[config.mk]
export PLATFORM = sky130hd
export DESIGN_NAME = pc_context_unit
export DESIGN_NICKNAME = d
export VERILOG_FILES = /design/src/rtl/pc_context_unit.sv
export SDC_FILE = /design/constraint.sdc
export NUM_CORES = 1
export LEC_CHECK = 0
export CORE_MARGIN = 4
export CORE_UTILIZATION = 40
export DETAILED_ROUTE_END_ITERATION = 10
export GPL_TIMING_DRIVEN = 0
export PLACE_DENSITY = 0.74
export SYNTH_ARGS = -nofsm -noshare
export SYNTH_HDL_FRONTEND = slang
export SYNTH_SLANG_ARGS = --single-unit
[constraint.sdc]
create_clock -name CLK -period 2.8 [get_ports CLK]
set_clock_uncertainty 0.2 [all_clocks]
set_input_delay 0.28 -clock CLK [delete_from_list [all_inputs] [get_ports CLK]]
set_output_delay 0.28 -clock CLK [all_outputs]
set_load 0.05 [all_outputs]
[src/rtl/pc_context_unit.sv]
// pc_context_unit: program counter plus per-context saved-PC bank.
// Context 0 is the kernel; contexts 1..NCTX-1 are user programs that enter
// and leave the kernel through syscall, halt, time-slice expiry and return.
// Event inputs (halt, ctx_switch_req, ctx_return) are single-cycle
// qualifiers. They are sampled on every rising edge where stall=0 and the
// kernel is not halted; there is no handshake and nothing is queued.
module pc_context_unit #(
    parameter int ADDR_W = 32,
    parameter int NCTX = 4,
    parameter int CTX_W = 2,
    parameter int QUANTUM = 16,
    parameter logic [ADDR_W-1:0] KERNEL_BASE = '0
) (
    input  logic              CLK,
    input  logic              reset,
    input  logic              stall,
    input  logic [ADDR_W-1:0] next_pc,
    input  logic              halt,
    input  logic              ctx_switch_req,
    input  logic              ctx_return,
    input  logic [CTX_W-1:0]  ret_ctx,
    input  logic              preempt_en,
    input  logic              load_en,
    input  logic [CTX_W-1:0]  load_ctx,
    input  logic [ADDR_W-1:0] load_pc,
    input  logic [CTX_W-1:0]  rd_ctx,
    output logic [ADDR_W-1:0] pc,
    output logic [CTX_W-1:0]  cur_ctx,
    output logic              in_kernel,
    output logic [NCTX-1:0]   ctx_active,
    output logic [ADDR_W-1:0] rd_pc,
    output logic [7:0]        quantum_left,
    output logic              switch_pulse,
    output logic              bad_return,
    output logic              halted
);

    localparam logic [7:0] QUANTUM_INIT = 8'(QUANTUM);

    logic [ADDR_W-1:0] pc_q, pc_d;
    logic [CTX_W-1:0]  ctx_q, ctx_d;
    logic [7:0]        quant_q, quant_d;
    logic              switch_q, switch_d;
    logic              bad_q, bad_d;
    logic              halted_q, halted_d;
    logic [NCTX-1:0]   active_q;
    logic [ADDR_W-1:0] saved_q [NCTX];

    // Side effects on the context bank decided by the next-state logic.
    logic              save_en;
    logic [CTX_W-1:0]  save_idx;
    logic              clr_active;

    logic ret_ok;
    logic load_ok;
    logic kernel;

    assign kernel  = (ctx_q == '0);
    // Return target is judged against the bank as it was before this edge,
    // so a same-cycle load of the target cannot make an invalid return valid.
    assign ret_ok  = (ret_ctx != '0) && (int'(ret_ctx) < NCTX) && active_q[ret_ctx];
    assign load_ok = load_en && (load_ctx != '0) && (int'(load_ctx) < NCTX);

    // Next-state selection: user-mode exits, kernel dispatch, or plain advance.
    always_comb begin
        pc_d       = pc_q;
        ctx_d      = ctx_q;
        quant_d    = quant_q;
        switch_d   = 1'b0;
        bad_d      = 1'b0;
        halted_d   = halted_q;
        save_en    = 1'b0;
        save_idx   = ctx_q;
        clr_active = 1'b0;

        if (!stall && !halted_q) begin
            if (!kernel) begin
                if (halt) begin
                    clr_active = 1'b1;
                    pc_d       = saved_q[0];
                    ctx_d      = '0;
                    quant_d    = QUANTUM_INIT;
                    switch_d   = 1'b1;
                end else if (ctx_switch_req || (preempt_en && quant_q == 8'd1)) begin
                    save_en  = 1'b1;
                    pc_d     = saved_q[0];
                    ctx_d    = '0;
                    quant_d  = QUANTUM_INIT;
                    switch_d = 1'b1;
                end else begin
                    pc_d = next_pc;
                    if (preempt_en) begin
                        quant_d = quant_q - 8'd1;
                    end
                end
            end else begin
                if (halt) begin
                    halted_d = 1'b1;
                end else if (ctx_return && ret_ok) begin
                    save_en  = 1'b1;
                    save_idx = '0;
                    pc_d     = saved_q[ret_ctx];
                    ctx_d    = ret_ctx;
                    quant_d  = QUANTUM_INIT;
                    switch_d = 1'b1;
                end else if (ctx_return) begin
                    bad_d = 1'b1;
                    pc_d  = next_pc;
                end else begin
                    pc_d = next_pc;
                end
            end
        end
    end

    // Running-context registers and one-cycle status pulses.
    always_ff @(posedge CLK) begin
        if (reset) begin
            pc_q     <= KERNEL_BASE;
            ctx_q    <= '0;
            quant_q  <= QUANTUM_INIT;
            switch_q <= 1'b0;
            bad_q    <= 1'b0;
            halted_q <= 1'b0;
        end else begin
            pc_q     <= pc_d;
            ctx_q    <= ctx_d;
            quant_q  <= quant_d;
            switch_q <= switch_d;
            bad_q    <= bad_d;
            halted_q <= halted_d;
        end
    end

    // Saved-PC bank and active mask; the load is written last so it wins.
    always_ff @(posedge CLK) begin
        if (reset) begin
            for (int i = 0; i < NCTX; i++) begin
                saved_q[i] <= '0;
            end
            active_q <= NCTX'(1);
        end else begin
            if (save_en) begin
                saved_q[save_idx] <= next_pc;
            end
            if (clr_active) begin
                active_q[ctx_q] <= 1'b0;
            end
            if (load_ok) begin
                saved_q[load_ctx]  <= load_pc;
                active_q[load_ctx] <= 1'b1;
            end
        end
    end

    assign pc           = pc_q;
    assign cur_ctx      = ctx_q;
    assign in_kernel    = kernel;
    assign ctx_active   = active_q;
    assign rd_pc        = (int'(rd_ctx) < NCTX) ? saved_q[rd_ctx] : '0;
    assign quantum_left = quant_q;
    assign switch_pulse = switch_q;
    assign bad_return   = bad_q;
    assign halted       = halted_q;

endmodule
### Word level (Yosys, flattened, before mapping)

Memory sizes are Yosys's and may differ from the RTL's.
Cells that the tools add are included.

| word-level totals | value |
|---|---|
| register bits | 49 |
| latch bits | 0 |
| RAM bits | 128 |
| memory bits (read-only) | 0 |
| output and inout port bits | 82 |
| memories kept | 1 |

| operators by class | value |
|---|---|
| add/subtract/negate cells | 1 |
| multiply operators | 0 |
| div/mod/pow operators | 0 |
| $lt $le $gt $ge | 5 |
| eq/ne operators | 3 |
| shifts and indexed selects | 0 |
| multiplexer cells | 55 |
| bitwise gates (word level) | 5 |
| reductions and logical operators | 23 |

Memory list:

| name | words | bits a word | rd ports | clocked after Yosys merged registers in | write ports | line | source |
|---|---|---|---|---|---|---|---|
| saved_q | 4 | 32 | 3 | 0 | 4 | 47 | `logic [ADDR_W-1:0] saved_q [NCTX];` |

Operator list:

| operator | number |
|---|---|
| $mux 32 | 7 |
| $reduce_or 32->1 | 2 |
| $mux 8 | 6 |
| $mux 1 | 25 |
| $mux 2 | 11 |
| $mux 4 | 3 |
| $lt 2x3->1 const B | 3 |
| $eq 8x1->1 const B | 1 |
| $reduce_and 4->1 | 2 |
| $sub 8x1->8 const B | 1 |
| $logic_and 1x1->1 | 7 |
| $reduce_or 5->1 | 1 |
| $and 4x4->4 | 1 |
| $demux 1 s2 | 2 |
| $ge 2x1->1 const B | 2 |
| $not 4->4 | 1 |
| $or 4x4->4 | 1 |
| $reduce_bool 2->1 | 2 |
| $reduce_bool 4->1 | 1 |
| $reduce_and 3->1 | 1 |
| $reduce_bool 3->1 | 1 |
| $bmux 1 s2 | 1 |
| $logic_not 1->1 | 2 |
| $logic_not 2->1 | 1 |
| other kinds (6) | 7 |

### Logic depth before layout (Yosys ltp)

Gate-level depths: netlist of run 1.

| depth | value |
|---|---|
| word-level depth | 13 |
| depth in mapped cells | 9 |
| gate-level depth less buffers | 7 |

### Worst setup path after synthesis of run 1

OpenSTA, ideal clock, no wires.

| path | value |
|---|---|
| kind | flip-flop to flip-flop |
| start point | register quant_q[0], in the netlist quantum_left[0] |
| end point | memory saved_q[3][0], enable pin |
| setup time | 396 ps |
| arrival | 2569 ps |
| data required time | 2204 ps |
| setup slack | -365 ps |
| stages on the path, launching flop included | 6 |
| path buffers | 0 |
| cells stage by stage | dfxtp_1 ha_1 nor4bb_1 a21oi_1 nor3_4 a311o_1 |

RTL lines:

| element | line | source |
|---|---|---|
| from (decl) | 42 | `logic [7:0] quant_q, quant_d;` |
| from (signal assigned) | 128 | `quant_q <= quant_d;` |
| to (decl) | 47 |  |

==> results of run 1 <==
state kept, by name (all words and copies together) (netlist names):
| signal | cells |
|---|---|
| bad_return | 1 |
| ctx_active | 4 |
| cur_ctx | 2 |
| halted | 1 |
| pc | 32 |
| quantum_left | 8 |
| saved_q | 128 |
| switch_pulse | 1 |
area by class of cell:
class / instances / share of cell area
diodes: 1 / 0.0001999
plain buffers: 81 / 0.03448
clock buffers: 21 / 0.03767
clock inverters: 11 / 0.01209
inverters: 4 / 0.001199
multi-input cells: 557 / 0.3749
flip-flops and latches: 177 / 0.3855
well taps: 324 / 0.03238
repair buffers: 154 / 0.1215
worst min-delay path, stage by stage:
cell and delay [ps]:
buf_2 170, nand4_1 120, a21oi_1 60, nor2_1 70
cells by family (layout without fill, tap and decap cells):
| family | after synthesis | count (layout) |
|---|---|---|
| xor+xnor | 5 | 5 |
| other cells | 0 | 1 |
| mux | 89 | 89 |
| compound gates | 180 | 180 |
| flops | 177 | 177 |
| buf+inv | 85 | 271 |
| simple gates | 281 | 281 |
| fa+ha+maj | 2 | 2 |
power groups by stage:
stage	logic, W	registers, W	clock network, W
after floorplan	0.000677	0.00320	0
after global placement	0.00127	0.00309	0
after detailed placement	0.00129	0.00310	0
after global routing	0.00133	0.00306	0.00265
after CTS	0.00126	0.00305	0.00253
final	0.00127	0.00305	0.00254
stage by stage:
stage	setup TNS, ps	std cells	cell area (um2)	worst slack [ps]	util
3_3_place_gp	-43860	1297	11870	-554.5	0.4879
4_1_cts	0	1329	12490	1.693	0.5137
2_1_floorplan	0	819	9918	43.99	-
3_5_place_dp	-44750	1297	11870	-570.9	0.4879
5_1_grt	-3423	1329	12520	-102.1	0.5147
6_report	0	1330	12520	63.15	0.5148
path summary, 6_finish.rpt:
check	from	endpoint	cells past startpoint	slack, ps
worst max-delay path	quantum_left[1]	saved_q[3][10]	6	60
worst min-delay path	halt	ctx_active[3]	4	110
worst max register to register	quantum_left[1]	saved_q[3][10]	6	60
worst min register to register	ctx_active[0]	ctx_active[0]	1	240
timing repair:
action / CTS / global route
endpoints found under the setup margin: 158 / 109
pin swaps: 0 / 2
gates resized for setup: 35 / 10
synth_stat cells, types with 6 or more instances:
| master | instances | area share |
|---|---|---|
| edfxtp_1 | 128 | 0.39 |
| a211oi_1 | 9 | 0.0068 |
| nand2_1 | 50 | 0.019 |
| mux2_2 | 23 | 0.026 |
| a22o_1 | 64 | 0.057 |
| nand3_1 | 38 | 0.019 |
| nor2b_1 | 34 | 0.021 |
| dfxtp_1 | 49 | 0.099 |
| o22ai_1 | 23 | 0.015 |
| nor3_1 | 32 | 0.016 |
| buf_6 | 10 | 0.011 |
| nor2_1 | 102 | 0.039 |
| mux4_2 | 64 | 0.15 |
| buf_4 | 6 | 0.0045 |
| a221oi_1 | 9 | 0.0080 |
| o31ai_2 | 20 | 0.025 |
| o21ai_0 | 24 | 0.012 |
| o31ai_1 | 12 | 0.0091 |
| buf_2 | 18 | 0.0091 |
| clkbuf_1 | 43 | 0.016 |
per-layer routing:
metal	vias to the layer above	track usage
met3	72	0.05063
met5	-	0
li1	3551	-
met1	4070	0.3012
met2	516	0.3925
met4	8	0.08474
==> metrics, run 1 <==
Post-Syn Instances=approximately 800; Pwr Total=just under 0.007 W; Iter 0 DRT Violations=roughly 1000; Net Count, Synth=899; min Tclk post-route=2737 ps; clock slew at reported path FFs=~60 ps; Crit Path Category=reg2reg; Top FF cell, synth=edfxtp_1; Setup-failing EPs final=0; vias in the first global route=roughly 8300; worst-path cell chain=inv_1, ha_1, nor4bb_4, a21oi_2, nor3_4, a311o_2; Switching Share=0.2810; die area=27360 um2; nets@finish=between 1000 and 1500; peak supply drop=410.4 uV; most frequent cells in the layout=edfxtp_1, clkdlybuf4s50_1, nor2_1; core area=approximately 24000 um2; vias per cell=6.178; clock power share=0.370; first-pass GRT wire length=47.92 mm; adder-cell share of the synthesized area=0.002525; Total GRT Usage=0.2344; Die Wd=between 150 and 200 um; Slew @ Worst Pin=about 1000 ps; #FFs+latches synth=approximately 180; post-DP HPWL=approximately 22 mm; Async SR Flop Fraction=0; TritonCTS clock tree=done; initial antenna violation count=4; run status=finished clean; Top Metal Used=met5; post-synthesis cell type count=58; crit-path max FO=32; worst stage delay on the critical path=around 900 ps; CTS sink cnt=177; commonest non-fill, non-tap cell in the layout=edfxtp_1; RSZ-0062 raised after global routing=yes; area of the multi-input gates=around 4700 um2; Avg Synthesized Cell Area=12.10 um2; GR Overflow Total=0; global placement routability congestion=0.8713; total iterations of the first detailed-routing run=5; Fin Hold WS=roughly 110 ps; Synth Area in Compound Gates=0.1512; PortBufs=154; hold_buf cts=0; routed length on met1=roughly 12 mm; Final Cycle Share=0.9774; area grow syn2layout=26.32%; met3 routed WL=roughly 3.3 mm; Lkg Pwr=4.473 nW; Flop pwr share=0.445; Die Y-Extent=roughly 170 um; Max transition margin=0.3358; register area share after synthesis=0.4867; Post-Synth XOR/XNOR Area=0.004418; crit end category=flip-flop; Rows=57; min-delay worst type=in2reg; Ports=160; internal cell power=between 0.004 and 0.005 W; largest net degree at the start of global routing=33; CP startpoint kind=flip-flop; post-CTS setup buffer count=0; Skew-Pair Late Insertion Delay=~440 ps; power per cell area=about 550 nW/um2; Clock Path Buffers=2; Mapped Area=just under 10000 um2; CP top delay family=compound AO/OA/AOI/OAI gates; multiplexer area fraction after synthesis=0.1741; Clock Root Buffer=clkbuf_16; Comb pwr share=0.185; CTS buffer count=17; max-slew violations=0; average wire per standard cell=about 24 um; EDFF count, synth=128; Max Fclk=365.4 MHz; DRC=0; wire length on met2=15.55 mm; via count=between 8000 and 9000; initial core utilization=0.4076; number of fill cells=~2100; Net Sw Power=roughly 0.0019 W; synth warn=0; Final ANT Viol Nets=0; Final Hold Fails=0; Simple-Gate Fraction of Synth Area=0.1367; CP max-delay cell=a311o_2; Reg area=slightly below 5000 um2; CTS H-Tree Depth=4; layout cells sized above 1=0.1980; Buf+Inv Stages, Crit Path=1; CP arrival=around 2600 ps; critical path required time=approximately 2700 ps; main combinational cell family by area after synthesis=multiplexers; Max Cap Viol=0; Routed WL=between 30 and 40 mm
Note: power is estimated with default switching activity, not from simulation.
==> run 2: changes to the inputs <==
Settings changed: CAP_MARGIN from default to 20, RECOVER_POWER from default to 100.
==> metrics, run 2 (synthesized netlist as in run 1, its figures left out) <==
area of the multi-input gates=4619 um2 (-1.6%); TritonCTS clock tree=done; Max transition margin=0.2778 (-0.05800); via count=8217 (unchanged); Clock Path Buffers=2 (unchanged); Final Cycle Share=0.9862 (+0.008795); Rows=57 (unchanged); Top Metal Used=met5; max-slew violations=0 (unchanged); Final ANT Viol Nets=0 (unchanged); routed length on met1=12.15 mm (-1.5%); RSZ-0062 raised after global routing=yes; met3 routed WL=3.336 mm (+2.2%); run status=finished clean; Pwr Total=0.006821 W (-0.53%); Clock Root Buffer=clkbuf_16; commonest non-fill, non-tap cell in the layout=edfxtp_1; PortBufs=154 (unchanged); DP Worst Slack=-570.9 ps (unchanged); Die Wd=165.4 um (unchanged); vias per cell=6.178 (unchanged); Core Util, Final=0.5076 (-0.007203); power per cell area=552.5 nW/um2 (+0.88%); CP startpoint kind=flip-flop; Skew-Pair Late Insertion Delay=440 ps (about the same); global placement routability congestion=0.8713 (unchanged); hold_buf cts=0 (unchanged); crit end category=flip-flop; Iter 0 DRT Violations=863 (-15%); Die Y-Extent=165.4 um (unchanged); Max Cap Viol=0 (unchanged); most frequent cells in the layout=edfxtp_1, nor2_1, clkdlybuf4s50_1; clock slew at reported path FFs=70 ps (about the same); Routed WL=31.95 mm (-0.41%); layout cells sized above 1=0.1751 (-0.02289); Reg area=4827 um2 (unchanged); Max Fclk=362.1 MHz (-0.89%); average wire per standard cell=24.02 um (-0.41%); final setup margin=38.53 ps (-24.63 ps); wire length on met2=15.55 mm (about the same); largest net degree at the start of global routing=33 (unchanged); GR Overflow Total=0 (unchanged); post-DP HPWL=22.26 mm (unchanged); vias in the first global route=8336 (unchanged); Ports=160 (unchanged); CTS H-Tree Depth=4 (unchanged); CTS sink cnt=177 (unchanged); min-delay worst type=in2reg; critical path required time=2680 ps (+20 ps); area grow syn2layout=24.55%; Slew @ Worst Pin=1075 ps (+78.73 ps); CP arrival=2640 ps (+50 ps); initial core utilization=0.4076 (unchanged); first-pass GRT wire length=47.92 mm (unchanged); peak supply drop=396.1 uV (-3.5%); Top reg by flops=saved_q; DRC=0 (unchanged); die area=27360 um2 (unchanged); Final Hold Fails=0 (unchanged); nets@finish=1072 (unchanged); number of fill cells=2144 (+1.8%); Lkg Pwr=4.487 nW (+0.33%); initial antenna violation count=4 (unchanged); min Tclk post-route=2761 ps (+24.63 ps); total iterations of the first detailed-routing run=5 (unchanged); Largest register FFs=128 (unchanged); Setup-failing EPs final=0 (unchanged); Crit Path Category=reg2reg; crit-path max FO=32 (unchanged); CTS buffer count=17 (unchanged); Total GRT Usage=0.2344 (unchanged); core area=24320 um2 (unchanged)
==> run 2: cell count changes in the layout (fill, tap and decap cells not counted), sizes merged <==
| cell | delta |
|---|---|
| dlygate4sd3 | +50 |
| clkbuf | +24 |
| dlymetal6s2s | -4 |
| buf | -20 |
| clkdlybuf4s50 | -50 |
==> run 2: stage by stage <==
stage               TNS [ps]  hold slack, ps  std cells  cell area [um2]
finish                     0           110.4       1330            12350
global route           -4364           130.7       1329            12340
CTS                        0           96.45       1329            12490
detailed placement    -44750           230.0       1297            11870
global placement      -43860           226.7       1297            11870
floorplan                  0           220.8        819             9918
==> run 2: routing by layer <==
layer	vias to the layer above	GRT usage
li1	3563	-
met1	4059	0.3012
met2	514	0.3925
met3	73	0.05063
met4	8	0.08474
met5	-	0
==> run 2: path summary, 6_finish.rpt <==
path	from	cells after the start	to	slack (ps)
max	cur_ctx[0]	6	saved_q[0][18]	40
min	halt	4	ctx_active[3]	110
max reg2reg	cur_ctx[0]	6	saved_q[0][18]	40
min reg2reg	ctx_active[0]	1	ctx_active[0]	240
==> run 2: area by class of cell <==
type	instances	area share
multi-input cells	557	0.3742
plain buffers	81	0.02969
flip-flops and latches	177	0.3910
clock inverters	11	0.01226
inverters	4	0.001216
diodes	1	0.0002027
repair buffers	154	0.1204
clock buffers	21	0.03821
well taps	324	0.03284
==> run 2: worst max-delay path, cell delays in order, from the launching register on <==
cell       delay (ps)
dfxtp_1           470
or2_1             130
buf_2             190
inv_1             230
o2111ai_4         240
clkbuf_1          610
nand2_8           320
==> run 2: where the power goes <==
group	total (W)	internal (W)	switching (W)
clock network	0.00253	0.00149	0.00104
logic	0.00124	0.000454	0.000784
registers	0.00305	0.00296	0.0000875
==> run 2: repair_timing <==
| item | CTS | global route |
|---|---|---|
| pin swaps | 0 | 2 |
| setup buffers | 0 | 0 |
| resized for setup | 35 | 10 |
| endpoints found under the setup margin | 158 | 109 |
==> run 3: changes to the inputs <==
Settings changed: CELL_PAD_IN_SITES_DETAIL_PLACEMENT from default to 1, CELL_PAD_IN_SITES_GLOBAL_PLACEMENT from default to 1, CORE_UTILIZATION 40 to 39, PLACE_DENSITY 0.74 to 0.86.
==> metrics, run 3 (synthesized netlist as in run 1, its figures left out) <==
run status=complete, but fails checks; failing checks=negative setup slack; TritonCTS clock tree=done; Final Cycle Share=1.005 (+0.01843); Die Wd=167.4 um (+1.2%); Switching Share=0.2966 (+0.01594); Core Util, Final=0.4956 (-0.01202); Total GRT Usage=0.2640 (+0.02958); met3 routed WL=3.065 mm (-8.1%); peak supply drop=367.9 uV (-7.1%); Routed WL=37.74 mm (+18%); vias per cell=6.409 (+3.7%); nets@finish=1073 (+0.093%); final setup margin=-13.08 ps (-51.61 ps); clock slew at reported path FFs=70 ps (about the same); RSZ-0062 raised after global routing=yes; Top reg by flops=saved_q; min-delay worst type=in2reg; Skew-Pair Late Insertion Delay=450 ps (about the same); vias in the first global route=9225 (+11%); Net Sw Power=0.001999 W (+4.4%); average wire per standard cell=28.21 um (+17%); max-slew violations=0 (unchanged); internal cell power=0.004742 W (-3.4%); worst-path cell chain=inv_2, ha_1, nor4bb_4, a21oi_2, nor3_4, and3b_1, clkbuf_2, clkbuf_1, a22o_1; Iter 0 DRT Violations=856 (-0.81%); CP arrival=2910 ps (+270 ps); Clock Path Buffers=2 (unchanged); Pwr Total=0.006741 W (-1.2%); CP startpoint kind=flip-flop; post-DP HPWL=25.48 mm (+14%); CTS H-Tree Depth=4 (unchanged); Setup-failing EPs final=2 (+2); Max transition margin=0.2991 (+0.02127); R2R Path Start=quantum_left[1]; layout cells sized above 1=0.1948 (+0.01971); Lkg Pwr=4.507 nW (+0.44%); Final Hold Fails=0 (unchanged); Max Fclk=355.5 MHz (-1.8%); critical path required time=2900 ps (+220 ps); global placement routability congestion=0.8174 (-6.2%); Buf+Inv Stages, Crit Path=3 (unchanged); crit-path max FO=10 (-69%); CP top delay family=buffers and inverters; Max Cap Viol=0 (unchanged); CP startpoint=quantum_left[1]; initial core utilization=0.3948 (-0.01282); Rows=58 (+1.8%); Largest register FFs=128 (unchanged); hold_buf cts=0 (unchanged); min-delay src=halt; area of the multi-input gates=4693 um2 (+1.6%); final setup TNS=-14.40 ps (-14.40 ps); Clock Root Buffer=clkbuf_16; CP max-delay cell=clkbuf_1; Ports=160 (unchanged); commonest non-fill, non-tap cell in the layout=edfxtp_1; Reg area=4831 um2 (about the same); GR Overflow Total=0 (unchanged); total iterations of the first detailed-routing run=6 (+1); power per cell area=541.7 nW/um2 (-2.0%); min Tclk post-route=2813 ps (+51.61 ps); Slew @ Worst Pin=1051 ps (-23.63 ps); most frequent cells in the layout=edfxtp_1, nor2_1, clkdlybuf4s50_1; Comb pwr share=0.191 (+0.009); Final ANT Viol Nets=0 (unchanged); routed length on met1=14.41 mm (+19%); DRC=0 (unchanged); clock power share=0.355 (-0.017); number of fill cells=2676 (+25%); area grow syn2layout=25.55%; Die Y-Extent=167.4 um (+1.2%); CTS buffer count=17 (unchanged); Flop pwr share=0.453 (+0.006); PortBufs=154 (unchanged); die area=28030 um2 (+2.4%); crit end category=flip-flop; wire length on met2=18.85 mm (+21%); CTS sink cnt=177 (unchanged); first-pass GRT wire length=56.41 mm (+18%); via count=8575 (+4.4%); core area=25110 um2 (+3.2%); Crit Path Category=reg2reg; largest net degree at the start of global routing=33 (unchanged); worst stage delay on the critical path=590 ps (-20 ps); Top Metal Used=met5; initial antenna violation count=5 (+1); post-CTS setup buffer count=0 (unchanged)
[run 3: changes by cell type in the layout (fill, tap and decap cells not counted), moves of 6 or more]
cell and change:
o31ai_1 -13, o31ai_2 +13, clkbuf_1 -8, buf_6 +6
[run 3: through the flow]
step,instance area (um2),hold WS [ps],worst slack (ps),cells
after CTS,12450,98.83,-11.54,1335
after floorplan,9918,220.8,43.99,819
after detailed placement,11870,232.3,-638.9,1303
final,12440,116.6,-13.08,1338
after global placement,11870,227.7,-567.7,1303
after global routing,12440,142.8,-46.03,1338
[run 3: path summary, 6_finish.rpt]
kind / end / slack (ps) / cells past startpoint
min reg2reg: ctx_active[0] / 250 / 1
min: ctx_active[1] / 120 / 3
max reg2reg: saved_q[1][3] / -10 / 9
max: saved_q[1][3] / -10 / 9
[run 3: timing repair]
item / 4_1_cts / 5_1_grt
pin swaps: 3 / 0
hold endpoints to repair: 0 / 0
endpoints found under the setup margin: 159 / 115
gates cloned: 0 / 1
resized for setup: 45 / 11
[run 3: power by group through the flow]
stage / clock network (W) / registers [W] / logic [W]
floorplan: 0 / 0.00320 / 0.000677
global placement: 0 / 0.00309 / 0.00128
detailed placement: 0 / 0.00311 / 0.00131
CTS: 0.00240 / 0.00305 / 0.00129
global route: 0.00251 / 0.00307 / 0.00135
finish: 0.00240 / 0.00306 / 0.00129
[run 3: area by class of cell]
type | instances | area share
Sequential cell | 177 | 0.3882
Multi-Input combinational cell | 558 | 0.3771
Timing Repair Buffer | 154 | 0.1208
Clock buffer | 20 | 0.03509
Buffer | 81 | 0.03328
Tap cell | 330 | 0.03318
Clock inverter | 12 | 0.01076
Inverter | 4 | 0.001207
Antenna cell | 2 | 0.0004022
[run 3: metal layers]
layer | global-route usage | up-vias
li1 | - | 3558
met5 | 0 | -
met1 | 0.3294 | 4375
met3 | 0.05477 | 120
met4 | 0.1122 | 6
met2 | 0.4469 | 516
[run 3: worst min-delay path, cell delays in order]
cell,delay (ps)
buf_2,180
nand3_1,110
a31o_2,150
